--- src/rtl/pattern_sequencer.sv ---
// Pattern RAM plus tempo-driven row playback feeding the tracker's note/speed inputs.
// Optional per-tick volume fade in/out effects are enabled by PATTERN_SEQ_VOLRAMP_EN.
module pattern_sequencer #(
    parameter int ROWS     = 64,
    parameter int NOTEW    = 16,
    parameter int MAXSPEED = 16,
    parameter int TICKDIV  = 1000,
    localparam int RW      = $clog2(ROWS),
    localparam int SPLEN   = $clog2(MAXSPEED)
) (
    input  logic             clk,
    input  logic             rst,
    input  logic             wr_en,
    input  logic [RW-1:0]    wr_addr,
    input  logic [NOTEW-1:0] wr_data,
    input  logic             play,
    input  logic             stop,
    input  logic             loop_en,
    input  logic [RW:0]      len,
    input  logic [3:0]       tpr,
    output logic [NOTEW-1:0] note_out,
    output logic             note_valid,
    output logic [SPLEN-1:0] speed,
    output logic [RW-1:0]    row,
    output logic             row_strobe,
    output logic             busy,
    output logic             done
);

    localparam int PW = (TICKDIV > 1) ? $clog2(TICKDIV) : 1;
    localparam logic [RW:0] ONE_W   = (RW+1)'(1);
    localparam logic [RW:0] LEN_MAX = (RW+1)'(ROWS);

    typedef enum logic [1:0] {IDLE, FETCH, PLAY} state_t;

    state_t           state_q, state_d;
    logic [NOTEW-1:0] mem [ROWS];
    logic [NOTEW-1:0] rdata_q;
    logic [RW-1:0]    rd_addr;
    logic [NOTEW-1:0] note_q, note_d;
    logic             valid_q, valid_d;
    logic [SPLEN-1:0] speed_q, speed_d;
    logic [RW-1:0]    row_q, row_d;
    logic             strobe_q, strobe_d;
    logic             done_q, done_d;
    logic [PW-1:0]    presc_q, presc_d;
    logic [3:0]       tick_q, tick_d;
    logic [3:0]       tpr_m1;
    logic             tick_end, row_end, last_row;
    logic [RW-1:0]    next_row, load_row;
    logic             load;
`ifdef PATTERN_SEQ_VOLRAMP_EN
    logic [4:0]       vol_tgt_q, vol_tgt_d;
`endif

    // Full-width product, then clamp into the tracker's step range.
    function automatic logic [SPLEN-1:0] calc_speed(input logic [NOTEW-1:0] w);
        logic [31:0] full;
        full = (32'(w[2:0]) + 32'd1) << w[5:3];
        if (w == '0) return '0;
        if (full > 32'(MAXSPEED - 1)) return SPLEN'(MAXSPEED - 1);
        return full[SPLEN-1:0];
    endfunction

    assign tpr_m1   = (tpr == 4'd0) ? 4'd0 : tpr - 4'd1;
    assign tick_end = (presc_q == PW'(TICKDIV - 1));
    assign row_end  = tick_end && (tick_q >= tpr_m1);
    assign last_row = ({1'b0, row_q} + ONE_W) >= len;
    assign next_row = last_row ? '0 : row_q + RW'(1);
    // Keep the upcoming row's word registered so it is ready at the boundary.
    assign rd_addr  = (state_q == PLAY) ? next_row : '0;

    always_ff @(posedge clk) begin
        if (wr_en) mem[wr_addr] <= wr_data;
        rdata_q <= mem[rd_addr];
    end

    always_comb begin
        state_d  = state_q;
        note_d   = note_q;
        valid_d  = valid_q;
        speed_d  = speed_q;
        row_d    = row_q;
        strobe_d = 1'b0;
        done_d   = 1'b0;
        presc_d  = presc_q;
        tick_d   = tick_q;
        load     = 1'b0;
        load_row = '0;
`ifdef PATTERN_SEQ_VOLRAMP_EN
        vol_tgt_d = vol_tgt_q;
`endif
        if (stop) begin
            state_d = IDLE;
            note_d  = '0;
            valid_d = 1'b0;
            speed_d = '0;
            row_d   = '0;
            presc_d = '0;
            tick_d  = '0;
        end else begin
            unique case (state_q)
                IDLE: begin
                    if (play && len != '0 && len <= LEN_MAX) begin
                        state_d = FETCH;
                        presc_d = '0;
                        tick_d  = '0;
                    end
                end
                FETCH: begin
                    load = 1'b1;
                end
                PLAY: begin
                    if (row_end) begin
                        if (last_row && !loop_en) begin
                            state_d = IDLE;
                            note_d  = '0;
                            valid_d = 1'b0;
                            speed_d = '0;
                            row_d   = '0;
                            presc_d = '0;
                            tick_d  = '0;
                            done_d  = 1'b1;
                        end else begin
                            load     = 1'b1;
                            load_row = next_row;
                        end
                    end else begin
                        presc_d = tick_end ? '0 : presc_q + PW'(1);
                        if (tick_end) begin
                            tick_d = tick_q + 4'd1;
`ifdef PATTERN_SEQ_VOLRAMP_EN
                            if (note_q[15:13] == 3'd5 && note_q[12:8] != 5'd0)
                                note_d[12:8] = note_q[12:8] - 5'd1;
                            else if (note_q[15:13] == 3'd4 && note_q[12:8] < vol_tgt_q)
                                note_d[12:8] = note_q[12:8] + 5'd1;
`endif
                        end
                    end
                end
                default: state_d = IDLE;
            endcase
            if (load) begin
                state_d  = PLAY;
                note_d   = rdata_q;
                valid_d  = |rdata_q;
                speed_d  = calc_speed(rdata_q);
                row_d    = load_row;
                strobe_d = 1'b1;
                presc_d  = '0;
                tick_d   = '0;
`ifdef PATTERN_SEQ_VOLRAMP_EN
                vol_tgt_d = rdata_q[12:8];
                if (rdata_q[15:13] == 3'd4) note_d[12:8] = 5'd0;
`endif
            end
        end
    end

    always_ff @(posedge clk or posedge rst) begin
        if (rst) begin
            state_q  <= IDLE;
            note_q   <= '0;
            valid_q  <= 1'b0;
            speed_q  <= '0;
            row_q    <= '0;
            strobe_q <= 1'b0;
            done_q   <= 1'b0;
            presc_q  <= '0;
            tick_q   <= '0;
`ifdef PATTERN_SEQ_VOLRAMP_EN
            vol_tgt_q <= '0;
`endif
        end else begin
            state_q  <= state_d;
            note_q   <= note_d;
            valid_q  <= valid_d;
            speed_q  <= speed_d;
            row_q    <= row_d;
            strobe_q <= strobe_d;
            done_q   <= done_d;
            presc_q  <= presc_d;
            tick_q   <= tick_d;
`ifdef PATTERN_SEQ_VOLRAMP_EN
            vol_tgt_q <= vol_tgt_d;
`endif
        end
    end

    assign note_out   = note_q;
    assign note_valid = valid_q;
    assign speed      = speed_q;
    assign row        = row_q;
    assign row_strobe = strobe_q;
    assign done       = done_q;
    assign busy       = (state_q != IDLE);

endmodule
--- config.mk ---
export PLATFORM = sky130hd
export DESIGN_NAME = pattern_sequencer
export DESIGN_NICKNAME = d
export VERILOG_FILES = /design/src/rtl/pattern_sequencer.sv
export SDC_FILE = /design/constraint.sdc
export NUM_CORES = 1
export LEC_CHECK = 0
export ABC_AREA = 0
export CORE_UTILIZATION = 45
export CTS_BUF_LIST = sky130_fd_sc_hd__clkbuf_8
export CTS_CLUSTER_DIAMETER = 100
export DETAILED_ROUTE_END_ITERATION = 10
export DONT_BUFFER_PORTS = 1
export REMOVE_ABC_BUFFERS = 1
export SETUP_SLACK_MARGIN = 0.2
export SLEW_MARGIN = 10
export SYNTH_ARGS = -nofsm -noshare
export SYNTH_HDL_FRONTEND = slang
export SYNTH_SLANG_ARGS = --single-unit
--- constraint.sdc ---
create_clock -name clk -period 6.1 [get_ports clk]
set_clock_uncertainty 0.2 [all_clocks]
set_input_delay 0.61 -clock clk [delete_from_list [all_inputs] [get_ports clk]]
set_output_delay 0.61 -clock clk [all_outputs]
set_load 0.005 [all_outputs]
## After elaboration in Yosys (flattened, before gate mapping)

Memories as Yosys holds them, arrays and structs flattened. A register that Yosys moved wholly into a read port is not among the register bits.
Cells that the tools add are included.

- Add/sub/neg operators: 6
- Eq/ne operators: 9
- Reductions and logical operators: 19
- Order comparisons: 4
- Shifts and indexed selects: 1
- Muxes and demuxes: 68

Operator list:

| operator | number |
|---|---|
| 16-bit 2-to-1 mux | 5 |
| 10-bit 2-to-1 mux | 6 |
| 4-bit 2-to-1 mux | 15 |
| 6-bit 2-to-1 mux | 10 |
| 32-bit by 4-bit > comparator with 1-bit output, second input constant | 1 |
| 4-bit by 3-bit << shifter with 32-bit output | 1 |
| 1-bit 2-to-1 mux | 23 |
| 10-bit case mux with 2 select lines | 1 |
| 16-bit zero test | 1 |
| 16-bit OR reduction | 1 |
| 10-bit by 1-bit adder with 10-bit output, second input constant | 1 |
| 10-bit equality test, second input constant | 1 |
| 2-bit 2-to-1 mux | 5 |
| 3-bit nonzero test | 3 |
| 4-bit case mux with 2 select lines | 1 |
| 4-bit AND reduction | 2 |
| 6-bit by 1-bit adder with 7-bit output, second input constant | 1 |
| 7-bit >= comparator | 1 |
| 7-bit <= comparator, second input constant | 1 |
| 7-bit nonzero test | 1 |
| 6-bit by 1-bit adder with 6-bit output, second input constant | 1 |
| 2-bit case mux with 3 select lines | 1 |
| 3-bit AND reduction | 2 |
| 5-bit by 3-bit != test with 1-bit output, second input constant | 1 |
| 18 further kinds | 21 |

- Word-level logic and storage cells: 117
- Register bits: 45
- Output and inout port bits: 30
- Input bits: 39
- RAM bits: 1024
- Memories kept: 1

Memories:

| memory | words | bits a word | read ports | clocked after Yosys merged registers in | wr ports | line | text |
|---|---|---|---|---|---|---|---|
| mem | 64 | 16 | 1 | 1 | 1 | 37 | `logic [NOTEW-1:0] mem [ROWS];` |

## Longest topological paths before layout

- Depth after elaboration: 16
- Gate-level depth with buffers: 18
- Gate-level depth less buffers: 12

## Least setup slack after synthesis

OpenSTA, ideal clock, no wires.

- Path type: flip-flop to flip-flop
- Start point: register row_q[0], in the netlist row[0]
- End point: register row_q[5], in the netlist row[5]
- Setup slack: 1.916 ns
- Path buffers: 5
- Data arrival time: 3.908 ns
- Setup time: 0.076 ns
- Required time: 5.824 ns
- Cell stages (with the launch flop): 18
- Cell sequence: dfrtp_1 ha_1 xnor2_1 inv_2 buf_2 buf_2 buf_1 ha_1 nand2_1 o21ai_2 a221oi_2 o211a_1 o21a_2 buf_6 nor3_4 buf_2 nand2_1 o21ai_1

- Longest elaborated chain between the ends: 9

Ends and longest elaborated chain:

| element | line | text |
|---|---|---|
| start, declared | 43 | `logic [RW-1:0] row_q, row_d;` |
| start signal, assigned | 179 | `row_q <= row_d;` |
| 6-bit by 1-bit adder with 7-bit output | 68 | `assign last_row = ({1'b0, row_q} + ONE_W) >= len;` |
| 7-bit >= comparator | 68 |  |
| 1-bit logical AND | 115 | `if (last_row && !loop_en) begin` |
| 1-bit 2-to-1 mux | 115 |  |
| 1-bit 2-to-1 mux | 114 | `if (row_end) begin` |
| 1-bit case mux with 2 select lines | 102 | `unique case (state_q)` |
| 1-bit 2-to-1 mux | 93 | `if (stop) begin` |
| 3-bit nonzero test (no source line) or 6-bit 2-to-1 mux (tied branches) | -- |  |
| 3-bit AND reduction (no source line) or 6-bit 2-to-1 mux (tied branches) | -- |  |

Several ways; a longest one is shown, not always the timed one. The select of a mux whose other input is x is not followed.
A chain may end at the register's enable or synchronous reset.

## Worst setup path after layout

- Start point: register row_q[4], in the netlist row[4]
- End point: register rdata_q[12], read port of mem

- Longest elaborated chain between the ends: 4

Ends and longest elaborated chain:

| element | line | text |
|---|---|---|
| 6-bit by 1-bit adder with 7-bit output | 68 |  |
| 7-bit >= comparator | 68 |  |
| 6-bit 2-to-1 mux (*) | 69 | `assign next_row = last_row ? '0 : row_q + RW'(1);` |
| 6-bit 2-to-1 mux (*) | 71 | `assign rd_addr = (state_q == PLAY) ? next_row : '0;` |
| end, declared | 38 | `logic [NOTEW-1:0] rdata_q;` |

Every way passes the cells marked *; elsewhere a longest branch is shown, timed or not.

==> metrics.md <==
| Metric | Value |
|---|---|
| Worst path cell trace | `nand3_1, nor2_1, xor2_1, ha_1, and2_1, nand3_2, o21ai_4, buf_4, a221oi_1, o21ai_0, nand2_1, nor4_1` |
| Status | `finished clean` |
| Vias in the first global route | `25121` |
| Commonest cells post-synth | `1024 x edfxtp_1, 257 x nand2_1, 178 x mux2i_1` |
| Mapped Area | `43530 µm²` |
| I/O pins | `69` |
| Placed inst area | `45260 µm²` |
| Final WL | `130.4 mm` |
| Residual DRC | `0` |
| Initial antenna violation count | `4` |
| Fin crit share | `0.9220` |
| FF/Latch Area | `32200 µm²` |
| Crit path DAT | `6.16 ns` |
| Chip width | `313.0 µm` |
| RSZ-0062 raised after global routing | `no` |
| Sink Count | `1085` |
| CP peak stage delay | `1.05 ns` |
| Pwr dens | `309.4 nW/µm²` |
| Most frequent cell after synthesis | `edfxtp_1` |
| PortBufs | `0` |
| Initial Utilization | `0.4562` |
| Vias/cell | `6.140` |
| Compound-Gate Fraction of Synth Area | `0.08714` |
| Synth top area share | `0.7063` |
| Place WS | `0.8698 ns` |
| Iteration-0 DRC Markers | `3388` |
| GRT Overall Usage | `0.2651` |
| VDD IR max | `0.0001742 V` |
| Antenna violation net count after detailed routing | `0` |
| Finish-stage setup viols | `0` |
| Slew Limit Fails | `0` |
| GRT overflow | `0` |
| CTS tree | `done` |
| Fraction of layout cells with a size suffix above 1 | `0.1636` |
| Slew Limit Headroom | `0.1182` |
| Routability cong. | `0.9957` |
| CTS root buffer | `clkbuf_8` |
| Slowest CP cell | `o21ai_0` |
| Detailed Routing Iterations Pass 1 | `7` |
| EDFF count, synth | `1024` |
| Worst hold slack | `0.08806 ns` |
| Rows | `113` |
| Post-Synthesis Cells | `2689` |
| Clock H-tree levels | `4` |
| FMAX | `177.8 MHz` |
| Startpoint Class | `flop` |
| Core ar. | `95440 µm²` |
| Layout Nets | `2905` |
| Dominant synthesized flop cell | `edfxtp_1` |
| Crit Path Category | `flop to flop` |
| Slew @ Worst Pin | `1.309 ns` |
| Clock buffer depth | `3` |
| Final instance area | `49150 µm²` |
| Register bit total from synthesis | `1085` |
| XOR/XNOR Fraction of Synth Area | `0.001954` |
| Crit path time final | `5.624 ns` |
| Worst-Skew Late Latency | `0.89 ns` |
| Crit path max fanout | `22` |
| Sequential element share of the synthesized area | `0.7396` |
| CTS buffer count | `172` |
| Final Util | `0.5150` |
| Largest net degree at the start of global routing | `114` |
| Async set-reset flop share out of synthesis | `0.04147` |
| First-pass GRT wire length | `184.6 mm` |
| Worst Setup End Kind | `flop` |
| Multiplexer area fraction after synthesis | `0.08956` |
| Area leader, netlist | `edfxtp_1` |
| Leak Pwr | `0.01603 µW` |
| Area of the multi-input gates | `10480 µm²` |
| Main combinational cell family by area after synthesis | `multiplexers` |
| Post-synthesis area per instance | `16.19 µm²` |
| Final hold vios | `0` |
| Syn-to-layout area delta | `12.91%` |
| Die area | `97990 µm²` |
| Synth top area cells | `edfxtp_1 71%, mux2i_1 4.1%, mux4_2 3.7%` |
| HPWL after detailed placement | `77.60 mm` |
| Critical Path RT | `6.64 ns` |
| Setup ws final | `0.4760 ns` |
| Post-synth cell types | `87` |
| Post-Synth Adder-Cell Area | `0.005748` |
| DIE HEIGHT | `313.0 µm` |
| Max Cap Viol | `0` |
| Clock Pin Slew Worst Setup and Hold Paths | `0.06 ns` |
| TNS Setup | `0 ns` |
| Vias | `26089` |
| Worst min path class | `primary input to flop` |
| Routed length per placed instance | `30.70 µm` |
| Ys Warns | `0` |
| Post-Synth Simple-Gate Area | `0.05501` |
| # fillers | `7751` |
[per-layer routing]
metal | GRT usage | vias to the layer above | part of all wire | wire length (µm)
met1 | 0.3699 | 13331 | 0.40 | 52600
met5 | 0 | - | 0 | 0
met2 | 0.3996 | 1504 | 0.45 | 59080
li1 | - | 11022 | - | -
met3 | 0.06616 | 232 | 0.10 | 13670
met4 | 0.1060 | 0 | 0.039 | 5101
[metrics by stage]
step           std cells  power (µW)
5_1_grt             4248       15650
2_1_floorplan       2527        8973
3_5_place_dp        3899        9290
6_report            4249       15210
4_1_cts             4247       15270
3_3_place_gp        3899        9267
[path summary, 6_finish.rpt]
path | slack [ns] | depth (start not counted) | start | endpoint
max in group asynchronous | 4.76 | 2 | rst | row[0]$_DFFE_PP0P_
max | 0.48 | 12 | row[4]$_DFFE_PP0P_ | rdata_q[12]$_DFF_P_
min | 0.09 | 4 | len[6] | state_q[1]$_DFFE_PP0P_
max reg2reg | 0.48 | 12 | row[4]$_DFFE_PP0P_ | rdata_q[12]$_DFF_P_
min in group asynchronous | 0.22 | 2 | rst | speed[3]$_DFFE_PP0P_
min reg2reg | 0.31 | 2 | note_valid$_DFFE_PP0P_ | note_valid$_DFFE_PP0P_
[placed cells by master (no fill, tap or decap), drive strengths merged, types with 13 or more instances in the layout]
| cell | instances |
|---|---|
| o211ai | 16 |
| nor4 | 17 |
| nor2 | 127 |
| a21oi | 126 |
| nand2 | 258 |
| nand3 | 61 |
| dfrtp | 45 |
| clkinv | 55 |
| a221oi | 25 |
| a311oi | 15 |
| a22oi | 13 |
| buf | 123 |
| a22o | 29 |
| clkbuf | 173 |
| inv | 100 |
| and3 | 15 |
| edfxtp | 1024 |
| dlygate4sd3 | 22 |
| mux2 | 44 |
| mux2i | 178 |
| o22ai | 24 |
| a31oi | 41 |
| ha | 20 |
| a211oi | 22 |
| nor3 | 18 |
| o221ai | 43 |
| dfxtp | 16 |
| mux4 | 72 |
| o21ai | 131 |
[flip-flops by register name (all words and copies together) (netlist names)]
signal,count
mem,1024
note_out,16
speed,4
row,6
presc_q,10
rdata_q,16
tick_q,4
state_q,2
note_valid,1
done,1
row_strobe,1
[layout make-up]
| cell class | count | share of cell area |
|---|---|---|
| clock inverters | 137 | 0.01726 |
| well taps | 1265 | 0.03220 |
| diodes | 2 | 0.0001018 |
| repair buffers | 145 | 0.03182 |
| multi-input cells | 1419 | 0.2132 |
| inverters | 23 | 0.001858 |
| clock buffers | 173 | 0.04844 |
| flip-flops and latches | 1085 | 0.6551 |
[critical path: cells and delay by family (launching register included)]
family	cells	cell delay (ns)
AOI/OAI and AO/OA	3	1.91
and+or+nand+nor	6	1.46
xor gates and xnor gates	1	0.69
DFF	1	0.57
buffers and inverters	1	0.42
adders and majority gates	1	0.21
[report_power, final]
group	switching, µW	total, µW	internal, µW	leakage [µW]
Combinational	717	1020	302	0.00418
Sequential	88.3	8340	8250	0.00997
Clock	2960	5840	2880	0.00188
Total	3770	15200	11400	0.0160
[cell families (layout without fill, tap and decap cells)]
logic type	Yosys count	in the layout
and+or+nand+nor	540	540
DFF	1085	1085
AOI/OAI and AO/OA	557	557
xor gates and xnor gates	8	8
muxes	294	294
other	0	2
buffers and inverters	185	478
adders and majority gates	20	20
[timing repair]
item / CTS / global route
setup endpoints to repair: 0 / 0
hold buffers: 38 / 0
endpoints found under the hold margin: 1111 / 0
buffers inserted: 0 / 0
resized for setup: 0 / 0
Power figures use the tool's default switching activity.
